`config.mk`:
```
export PLATFORM = sky130hd
export DESIGN_NAME = sram_access_arbiter
export DESIGN_NICKNAME = d
export VERILOG_FILES = /design/src/rtl/sram_access_arbiter.sv
export SDC_FILE = /design/constraint.sdc
export NUM_CORES = 1
export LEC_CHECK = 0
export ABC_AREA = 1
export BUFFER_PORTS_ARGS = -buffer_cell sky130_fd_sc_hd__buf_2
export CAP_MARGIN = 20
export CORE_UTILIZATION = 42
export CTS_CLUSTER_SIZE = 10
export DETAILED_ROUTE_END_ITERATION = 16
export GPL_TIMING_DRIVEN = 1
export PLACE_DENSITY = 0.78
export SLEW_MARGIN = 5
export SYNTH_ARGS = -nofsm -noshare
export SYNTH_HDL_FRONTEND = slang
export SYNTH_SLANG_ARGS = --single-unit
export TNS_END_PERCENT = 30
```
`constraint.sdc`:
```
create_clock -name clock -period 1.5 [get_ports clock]
set_input_delay 0.225 -clock clock [delete_from_list [all_inputs] [get_ports clock]]
set_output_delay 0.225 -clock clock [all_outputs]
set_load 0.01 [all_outputs]
```
`src/rtl/sram_access_arbiter.sv`:
```
// rtl/sram_access_arbiter.sv - three-way arbiter and fixed-length cycle sequencer for the shared 8-bit SRAM
//
// Ports:
//   clock, reset_n                      single rising-edge clock, async active-low reset
//   dl_req/dl_addr/dl_data/dl_ack       download port (writes only)
//   vid_req/vid_addr/vid_data/vid_ack   video fetch port (reads only)
//   bus_rd_req/bus_wr_req/bus_addr/bus_wdata/bus_rdata/bus_ack
//                                       CPU/DMA bus port (read or write)
//   bus_ready                           low while a bus request waits for its ack
//   sram_addr/sram_dout/sram_din        SRAM address and data pins
//   sram_oe                             1 = drive sram_dout onto the SRAM data pins
//   sram_we_n                           SRAM write strobe, active-low

module sram_access_arbiter #(
    parameter int ADDR_WIDTH    = 21,
    parameter int ACCESS_CYCLES = 2
) (
    input  logic                  clock,
    input  logic                  reset_n,
    input  logic                  dl_req,
    input  logic [ADDR_WIDTH-1:0] dl_addr,
    input  logic [7:0]            dl_data,
    output logic                  dl_ack,
    input  logic                  vid_req,
    input  logic [ADDR_WIDTH-1:0] vid_addr,
    output logic [7:0]            vid_data,
    output logic                  vid_ack,
    input  logic                  bus_rd_req,
    input  logic                  bus_wr_req,
    input  logic [ADDR_WIDTH-1:0] bus_addr,
    input  logic [7:0]            bus_wdata,
    output logic [7:0]            bus_rdata,
    output logic                  bus_ack,
    output logic                  bus_ready,
    output logic [ADDR_WIDTH-1:0] sram_addr,
    output logic [7:0]            sram_dout,
    input  logic [7:0]            sram_din,
    output logic                  sram_oe,
    output logic                  sram_we_n
);

    localparam logic [1:0] ST_IDLE    = 2'd0;
    localparam logic [1:0] ST_ACCESS  = 2'd1;
    localparam logic [1:0] ST_RECOVER = 2'd2;

    localparam logic [1:0] G_DL  = 2'd0;
    localparam logic [1:0] G_VID = 2'd1;
    localparam logic [1:0] G_BUS = 2'd2;

    localparam logic [3:0] LAST_CYCLE = 4'(ACCESS_CYCLES);

    logic [1:0] state;
    logic [1:0] grant;
    logic [3:0] cnt;
    logic       bus_skipped;
    logic       lat_wr;

    logic                  bus_req;
    logic                  any_req;
    logic [1:0]            pick;
    logic [ADDR_WIDTH-1:0] pick_addr;
    logic [7:0]            pick_data;
    logic                  pick_wr;

    assign bus_req   = bus_rd_req | bus_wr_req;
    assign any_req   = dl_req | vid_req | bus_req;
    assign bus_ready = ~bus_req | bus_ack;

    // dl always wins; the bus beats video only when it was passed over last time
    // or video is not asking.
    always_comb begin
        pick      = G_DL;
        pick_addr = dl_addr;
        pick_data = dl_data;
        pick_wr   = 1'b1;
        if (dl_req) begin
            pick      = G_DL;
            pick_addr = dl_addr;
            pick_data = dl_data;
            pick_wr   = 1'b1;
        end else if (bus_req && (bus_skipped || !vid_req)) begin
            pick      = G_BUS;
            pick_addr = bus_addr;
            pick_data = bus_wdata;
            pick_wr   = bus_wr_req;
        end else if (vid_req) begin
            pick      = G_VID;
            pick_addr = vid_addr;
            pick_data = 8'h00;
            pick_wr   = 1'b0;
        end
    end

    always_ff @(posedge clock or negedge reset_n) begin
        if (!reset_n) begin
            state       <= ST_IDLE;
            grant       <= G_DL;
            cnt         <= 4'd0;
            bus_skipped <= 1'b0;
            lat_wr      <= 1'b0;
            dl_ack      <= 1'b0;
            vid_ack     <= 1'b0;
            bus_ack     <= 1'b0;
            vid_data    <= 8'h00;
            bus_rdata   <= 8'h00;
            sram_addr   <= '0;
            sram_dout   <= 8'h00;
            sram_oe     <= 1'b0;
            sram_we_n   <= 1'b1;
        end else begin
            case (state)
                ST_IDLE: begin
                    if (any_req) begin
                        state     <= ST_ACCESS;
                        cnt       <= 4'd1;
                        grant     <= pick;
                        lat_wr    <= pick_wr;
                        sram_addr <= pick_addr;
                        if (pick_wr) begin
                            sram_dout <= pick_data;
                        end
                        // Access cycle 1 is always a strobe cycle for writes,
                        // since the sequence is at least two cycles long.
                        sram_oe   <= pick_wr;
                        sram_we_n <= ~pick_wr;
                        if (pick == G_VID && bus_req) begin
                            bus_skipped <= 1'b1;
                        end else if (pick == G_BUS) begin
                            bus_skipped <= 1'b0;
                        end
                    end
                end
                ST_ACCESS: begin
                    if (cnt == LAST_CYCLE) begin
                        state     <= ST_RECOVER;
                        cnt       <= 4'd0;
                        sram_oe   <= 1'b0;
                        sram_we_n <= 1'b1;
                        if (!lat_wr && grant == G_VID) begin
                            vid_data <= sram_din;
                        end
                        if (!lat_wr && grant == G_BUS) begin
                            bus_rdata <= sram_din;
                        end
                        dl_ack  <= (grant == G_DL);
                        vid_ack <= (grant == G_VID);
                        bus_ack <= (grant == G_BUS);
                    end else begin
                        cnt <= cnt + 4'd1;
                        // Release the strobe for the final cycle so address and
                        // data stay stable past its rising edge.
                        sram_we_n <= ~(lat_wr && ((cnt + 4'd1) < LAST_CYCLE));
                    end
                end
                ST_RECOVER: begin
                    state   <= ST_IDLE;
                    dl_ack  <= 1'b0;
                    vid_ack <= 1'b0;
                    bus_ack <= 1'b0;
                end
                default: begin
                    state <= ST_IDLE;
                end
            endcase
        end
    end

endmodule

```
# Yosys cells after proc, flatten, opt, wreduce, memory -nomap -nowiden

Index checks and enable logic that the tools add are counted.

Memories kept: 0
Input bits: 93
Bits in latches: 0
Output and inout port bits: 51
Memory bits (writable): 0
Bits in read-only memories: 0
Logic and storage cells: 86
Register bits after elaboration: 60

Reductions and logical operators: 22
Magnitude comparators: 1
Bitwise gates (word level): 7
Equal/unequal tests: 9
Multiplexer cells: 32
Div/mod/pow operators: 0
Add/subtract/negate cells: 1
Shift operators: 0
Multiply operators: 0

Operator list:

| kind                                                       | count |
|---|---|
| 2-to-1 mux 21 bit                                          | 3 |
| 2-to-1 mux 8 bit                                           | 3 |
| AND reduction 3 bit                                        | 5 |
| 2-to-1 mux 1 bit                                           | 13 |
| case mux 1 bit (2 select lines)                            | 5 |
| 2-to-1 mux 2 bit                                           | 4 |
| 2-to-1 mux 4 bit                                           | 2 |
| case mux 4 bit (2 select lines)                            | 1 |
| AND reduction 2 bit                                        | 4 |
| equality test 2 x 1 -> 1 bit, second input constant        | 3 |
| equality test 2 bit, second input constant                 | 3 |
| nonzero test 2 bit                                         | 3 |
| logical AND 1 bit                                          | 5 |
| adder 4 x 1 -> 4 bit, second input constant                | 1 |
| equality test 4 x 2 -> 1 bit, second input constant        | 1 |
| logical NOT 2 bit                                          | 2 |
| less-than comparator 4 x 2 -> 1 bit, second input constant | 1 |
| inequality test 2 bit, second input constant               | 2 |
| bitwise OR 1 bit                                           | 4 |
| case mux 2 bit (2 select lines)                            | 1 |
| inverter 1 bit                                             | 3 |
| logical NOT 1 bit                                          | 2 |
| logical OR 1 bit                                           | 1 |

# Longest topological paths before layout

Gate-level depths: netlist of the first run.

Depth in word-level cells: 9
Mapped depth: 9
Gate-level depth less buffers: 8

# Least setup slack after synthesis of the first run

Ideal clock, no wire load.

Path type: register -> register
From: reg cnt[0]
To: reg vid_data[1]
Library setup time: 0.117 ns
Arrival: 1.310 ns
Period minus slack after synthesis: 1.427 ns
Buffers on the path: 1
Stages on the path, launching flop included: 9
Data required time: 1.383 ns
Slack: 0.073 ns
Cell sequence: dfrtp_1 -> inv_1 -> ha_1 -> nand2_4 -> nor2_8 -> nand3_4 -> buf_6 -> nand2_2 -> o21ai_2

Cells in the longest elaborated chain, start to end: 2

Ends and longest elaborated chain:

| item                          | line | text |
|---|---|---|
| start: declaration            | 54   | `logic [3:0] cnt;` |
| start signal: assignment      | 149  | `cnt <= cnt + 4'd1;` |
| equality test 4 x 2 -> 1 bit  | 134  | `if (cnt == LAST_CYCLE) begin` |
| AND reduction 3 bit (no line) | --   |  |
| end signal: assignment        | 140  | `vid_data <= sram_din;` |
| end: declaration              | 26   | `output logic [7:0] vid_data,` |

Every way passes these cells.
A chain may end at the register's enable or synchronous reset.

# Worst setup path after layout of the first run

From: reg cnt[0]
To: reg dl_ack

Cells in the longest elaborated chain, start to end: 3

Ends and longest elaborated chain:

| item                            | line | text |
|---|---|---|
| equality test 4 x 2 -> 1 bit    | 134  |  |
| inequality test 2 bit (no line) | --   |  |
| AND reduction 2 bit (no line)   | --   |  |
| end signal: assignment          | 145  | `dl_ack <= (grant == G_DL);` |
| end: declaration                | 23   | `output logic dl_ack,` |

Every way passes these cells.

==> out/metrics.cfg, run 1 <==
[routing]
drt-initial-drc-count=168
routed_wl_um=8488
drt_pass1_iterations=4
via_per_inst=4.913
vias=3218
drcViolationCount=0
routedWlPerCell_um=12.96
ant_nets=0

[clock_network]
post-cts-setup-buffers=0
numCtsBuffers=9
clk_latency_ns=0.32
root_buffer=clkbuf_8
ctsHtreeMaxLevel=3
path_clk_slew_ns=0.06
cts_tree=yes
cts.sinks=60
cts_buffer_depth=2

[setup_path]
rr_startpoint=cnt[0]
required_ns=1.69
reg2reg_depth=6
r2r-end=dl_ack
cp_max_fo=4
r2r_setup_slack_ns=0.06
crit_type=flop to flop
arrival_ns=1.63
startpoint_type=flop
endpoint_kind=flop

[timing]
worstMarginPinSlew_ns=0.5153
hold_violations=0
rsz0062_at_grt=false
fin_ws_ns=0.05819
setup_viol=0
fin_worst_skew_ns=0.004428
relSlewSlack_pct=65.65
slew_violations=0
clock.fmax_mhz=693.6
period_minus_slack_ns=1.442
period_share_pct=96.12
tns_ns=0

[power]
pwr-share-clk_pct=18.4
max-vdd-ir-drop_v=0.0007261
p_leak_nw=2.375
p_sw_w=0.003153
p_sw_share_pct=40.96
comb_power_share_pct=45.4
p_seq_share_pct=36.1
powerDensity_nw_per_um2=1826
internal_power_w=0.004545

[finish]
antenna_cells=0
area_growth_pct=36.45
layout.cells.non_filler=655
final_nets=651
final.fill_count=660
drive_above_1_share_pct=36.14

[floorplanning]
die_y_um=87.76
ios=144
die_area_um2=7702
initial_core_util_pct=44.49
core-area_um2=6944
die_x_um=87.76
rows=30

[yosys]
synth_area_per_cell_um2=7.666
yosysMostFrequentCell=nand2_1
netlist_area_um2=3089
ys_seq_area_share_pct=48.64
synth_seq_cells=60
yosys_warnings=0
ys.flop_type=dfrtp_1
synth_edf_count=0
synthArstFlopShare_pct=100.0
synth_nets=498
ys_types=27
synth_common_cells=nand2_1, nand3_1, dfrtp_1
syn_inst=403
yosys.area.top_type_share_pct=47.79
yosys.area.top_type=dfrtp_1
synthTopCellsByArea=dfrtp_1, nand2_1, nand3_1

[placed_design]
pre_cts_slack_ns=0.03087
place.gp.congestion=0.8933
post-place-cells=638
port_buffers=143
hpwl_um=6390

[flow_run]
drv_cap=0

[hold_path]
min_from=vid_addr[20]
hold_end=sram_addr[20]
whs_path_depth=3
hp-class=input pin to flop

[global_routing]
grt_start_max_net_pins=22
grt_pass1_vias=3166
grt_pass1_wl_um=14170
grtUsageTotal_pct=23.62
grt-ovfl-total=0
antenna_found_initial=0

[run_status]
outcome=completed

==> power groups by stage <==
stage          combinational, W  sequential (W)  clock (W)
2_1_floorplan           0.00181         0.00303          0
3_3_place_gp            0.00330         0.00277          0
3_5_place_dp            0.00339         0.00278          0
4_1_cts                 0.00344         0.00277    0.00145
5_1_grt                 0.00393         0.00288    0.00151
6_report                0.00350         0.00278    0.00142
==> through the flow <==
stage / hold slack, ns / cell area (um2) / utilization, % / power, W
2_1_floorplan: -0.07059 / 3089 / - / 0.004838
3_3_place_gp: 0.2180 / 3971 / 57.19 / 0.006067
3_5_place_dp: 0.2213 / 3971 / 57.19 / 0.006168
4_1_cts: 0.1293 / 4189 / 60.32 / 0.007653
5_1_grt: 0.1424 / 4215 / 60.70 / 0.008316
6_report: 0.1355 / 4215 / 60.70 / 0.007698
==> critical path: stages (launching register included) <==
cell and delay, ns:
dfrtp_1 0.42, inv_2 0.10, ha_2 0.22, buf_4 0.16, nand3_1 0.11, o21ai_0 0.19
o22ai_1 0.12
==> cells by family (layout without fill, tap and decap cells) <==
kind of cell / Yosys count / count (layout) / synth area share [%]
flip-flops: 60 / 60 / 48.64
AO/OA/AOI/OAI: 32 / 32 / 6.440
AND/OR/NAND/NOR: 260 / 262 / 37.34
buffers and inverters: 49 / 203 / 6.764
adder cells (fa/ha/maj): 2 / 2 / 0.8099
==> how the worst max path moves through the flow <==
stage	startpoint	slack (ns)	to
final	cnt[0]	0.06	dl_ack
after floorplan	cnt[0]	0.07	vid_data[1]
after CTS	cnt[0]	0.02	cnt[1]
after global routing	cnt[0]	0.002	bus_rdata[4]
after detailed placement	cnt[0]	0.03	vid_data[6]
after global placement	cnt[0]	0.09	cnt[1]
==> per-layer routing <==
metal  part of all wire [%]  vias up  global-route usage (%)  wire (um)
met2                     50      108                   39.82       4270
met4                    1.5        0                   8.495        127
met5                      0        -                       0          0
met3                    5.3       16                   4.995        449
met1                     43     1499                   29.96       3641
li1                       -     1595                       -          -
==> flip-flops by register name, summed over array words and instances (netlist names) <==
signal,count
bus_ack,1
bus_rdata,8
bus_skipped,1
cnt,4
dl_ack,1
grant,2
lat_wr,1
sram_addr,21
sram_dout,8
sram_oe,1
sram_we_n,1
state,2
vid_ack,1
vid_data,8
==> layout by cell type (no fill, tap or decap), types with 3 or more instances in the layout <==
master / synthesis / final
nand2_1: 174 / 173
buf_2: 8 / 143
nand3_1: 67 / 67
dfrtp_1: 59 / 59
inv_1: 27 / 26
clkbuf_8: 0 / 11
buf_4: 2 / 10
o21ai_1: 9 / 9
o21ai_2: 8 / 8
inv_2: 5 / 6
o21ai_0: 6 / 6
o22ai_1: 5 / 5
nand2_2: 4 / 5
nor2_1: 5 / 5
buf_12: 0 / 3
==> what timing repair did <==
item,in CTS,in global routing
hold buffers,1,0
endpoints found under the setup margin,6,35
gates cloned,1,1
resized for setup,1,5
endpoints found under the hold margin,17,0
==> cell type report <==
type / instances / area, um2 / share of cell area [%]
Sequential cell: 60 / 1503 / 35.65
Multi-Input combinational cell: 296 / 1421 / 33.72
Timing Repair Buffer: 157 / 860.8 / 20.42
Clock buffer: 12 / 155.1 / 3.681
Inverter: 32 / 120.1 / 2.850
Tap cell: 96 / 120.1 / 2.850
Clock inverter: 2 / 35.03 / 0.8311
No activity file was read; power rests on OpenSTA's default activity.
==> inputs of run 2 (changes only) <==
--- a/config.mk
+++ b/config.mk
@@ -8,6 +8,7 @@
 export ABC_AREA = 1
 export BUFFER_PORTS_ARGS = -buffer_cell sky130_fd_sc_hd__buf_2
 export CAP_MARGIN = 20
+export CORE_MARGIN = 2
 export CORE_UTILIZATION = 42
 export CTS_CLUSTER_SIZE = 10
 export DETAILED_ROUTE_END_ITERATION = 16
==> out/metrics.cfg, run 2 (same netlist as run 1, synthesis figures left out) <==
[finish]
largest_reg_flops=21
final_cell_area_um2=4234
layout_common_cells=nand2_1, buf_2, nand3_1, dfrtp_1, inv_1
top_register=sram_addr
area_growth_pct=37.06
antenna_cells=0
utilization_pct=59.01
drive_above_1_share_pct=36.81
final_nets=655
final_common_cell=nand2_1

[power]
power_w=0.007685
p_leak_nw=2.374
max-vdd-ir-drop_v=0.0008187
powerDensity_nw_per_um2=1815

[timing]
slew_violations=0
setup_viol=0
period_minus_slack_ns=1.432
hold_slack_ns=0.1189
relSlewSlack_pct=68.81
clock.fmax_mhz=698.5
fin_worst_skew_ns=0.009602
fin_ws_ns=0.06831
worstMarginPinSlew_ns=0.4661
period_share_pct=95.45
rsz0062_at_grt=false
hold_violations=0

[clock_network]
path_clk_slew_ns=0.07
cts_tree=yes
cts_buffer_depth=2
root_buffer=clkbuf_8
clk_latency_ns=0.34
cts.sinks=60
numCtsBuffers=9
ctsHtreeMaxLevel=3

[global_routing]
antenna_found_initial=0
grt_pass1_wl_um=14520
grt_start_max_net_pins=61
grtUsageTotal_pct=22.12
grt-ovfl-total=0
grt_pass1_vias=3149

[routing]
via_per_inst=4.916
routedWlPerCell_um=13.34
drt-initial-drc-count=132
vias=3264
drt_pass1_iterations=4
routed_wl_um=8858
ant_nets=0
drcViolationCount=0

[floorplanning]
ios=144
core-area_um2=7176
die_area_um2=8057
rows=31
die_x_um=89.76
die_y_um=89.76
initial_core_util_pct=43.05

[setup_path]
endpoint_kind=flop
required_ns=1.70
crit_type=flop to flop
arrival_ns=1.63
startpoint_type=flop
cp_max_fo=4

[placed_design]
place.gp.congestion=0.8589
place_area_um2=3973
pre_cts_slack_ns=-0.03667
hpwl_um=6460
port_buffers=143

[hold_path]
hp-class=input pin to flop

[run_status]
outcome=completed

[flow_run]
drv_cap=0

==> run 2: cell types whose count changed in the layout (fill, tap and decap cells not counted), sizes merged <==
| cell | change |
|---|---|
| buf | +4 |
| clkbuf | -3 |
| clkinv | +2 |
| clkinvlp | +4 |
| inv | -1 |
==> run 2: path summary, 6_finish.rpt <==
check                              from            end  slack, ns  depth (start not counted)
min in group asynchronous       reset_n   bus_rdata[2]       0.43                          3
max in group asynchronous       reset_n      sram_we_n       0.74                          3
hold reg to reg               sram_we_n      sram_we_n       0.47                          2
hold / removal             vid_addr[20]  sram_addr[20]       0.12                          3
setup / recovery                 cnt[0]        bus_ack       0.07                          6
setup reg to reg                 cnt[0]        bus_ack       0.07                          6
==> run 2: layer usage <==
layer	GRT usage (%)	share of wire [%]
met4	10.26	2.7
met3	3.688	4.8
met1	27.99	43
met2	37.25	49
met5	0	0
==> run 2: repair_timing <==
item                       in CTS  in global routing
buffers inserted                0                  1
setup endpoints to repair      20                 24
gates resized for setup         3                  3
cloned                          1                  1
hold endpoints to repair       59                  0
hold buffers                    1                  0
==> run 2: final cells by class <==
| type | instances | area (um2) |
|---|---|---|
| multi-input cells | 296 | 1425 |
| well taps | 99 | 123.9 |
| flip-flops and latches | 60 | 1504 |
| inverters | 32 | 123.9 |
| repair buffers | 161 | 865.8 |
| clock buffers | 9 | 123.9 |
| clock inverters | 7 | 67.56 |
| fillers | 655 | 2942 |
==> run 2: where the power goes <==
part	internal (W)	switching [W]	leakage, nW
clock network	0.000757	0.000676	0.0910
registers	0.00234	0.000439	0.708
logic	0.00135	0.00212	1.58
==> run 2: critical path, cell delays in order (launching register included) <==
cell,delay (ns)
dfrtp_1,0.39
inv_1,0.10
ha_1,0.22
buf_4,0.18
nand3_1,0.10
o21ai_0,0.19
o22ai_1,0.12
==> run 2: stage by stage <==
stage | TNS, ns | instances
after floorplan | 0 | 403
after global placement | 0 | 644
after detailed placement | -0.3463 | 644
after CTS | 0 | 662
after global routing | 0 | 664
final | 0 | 664
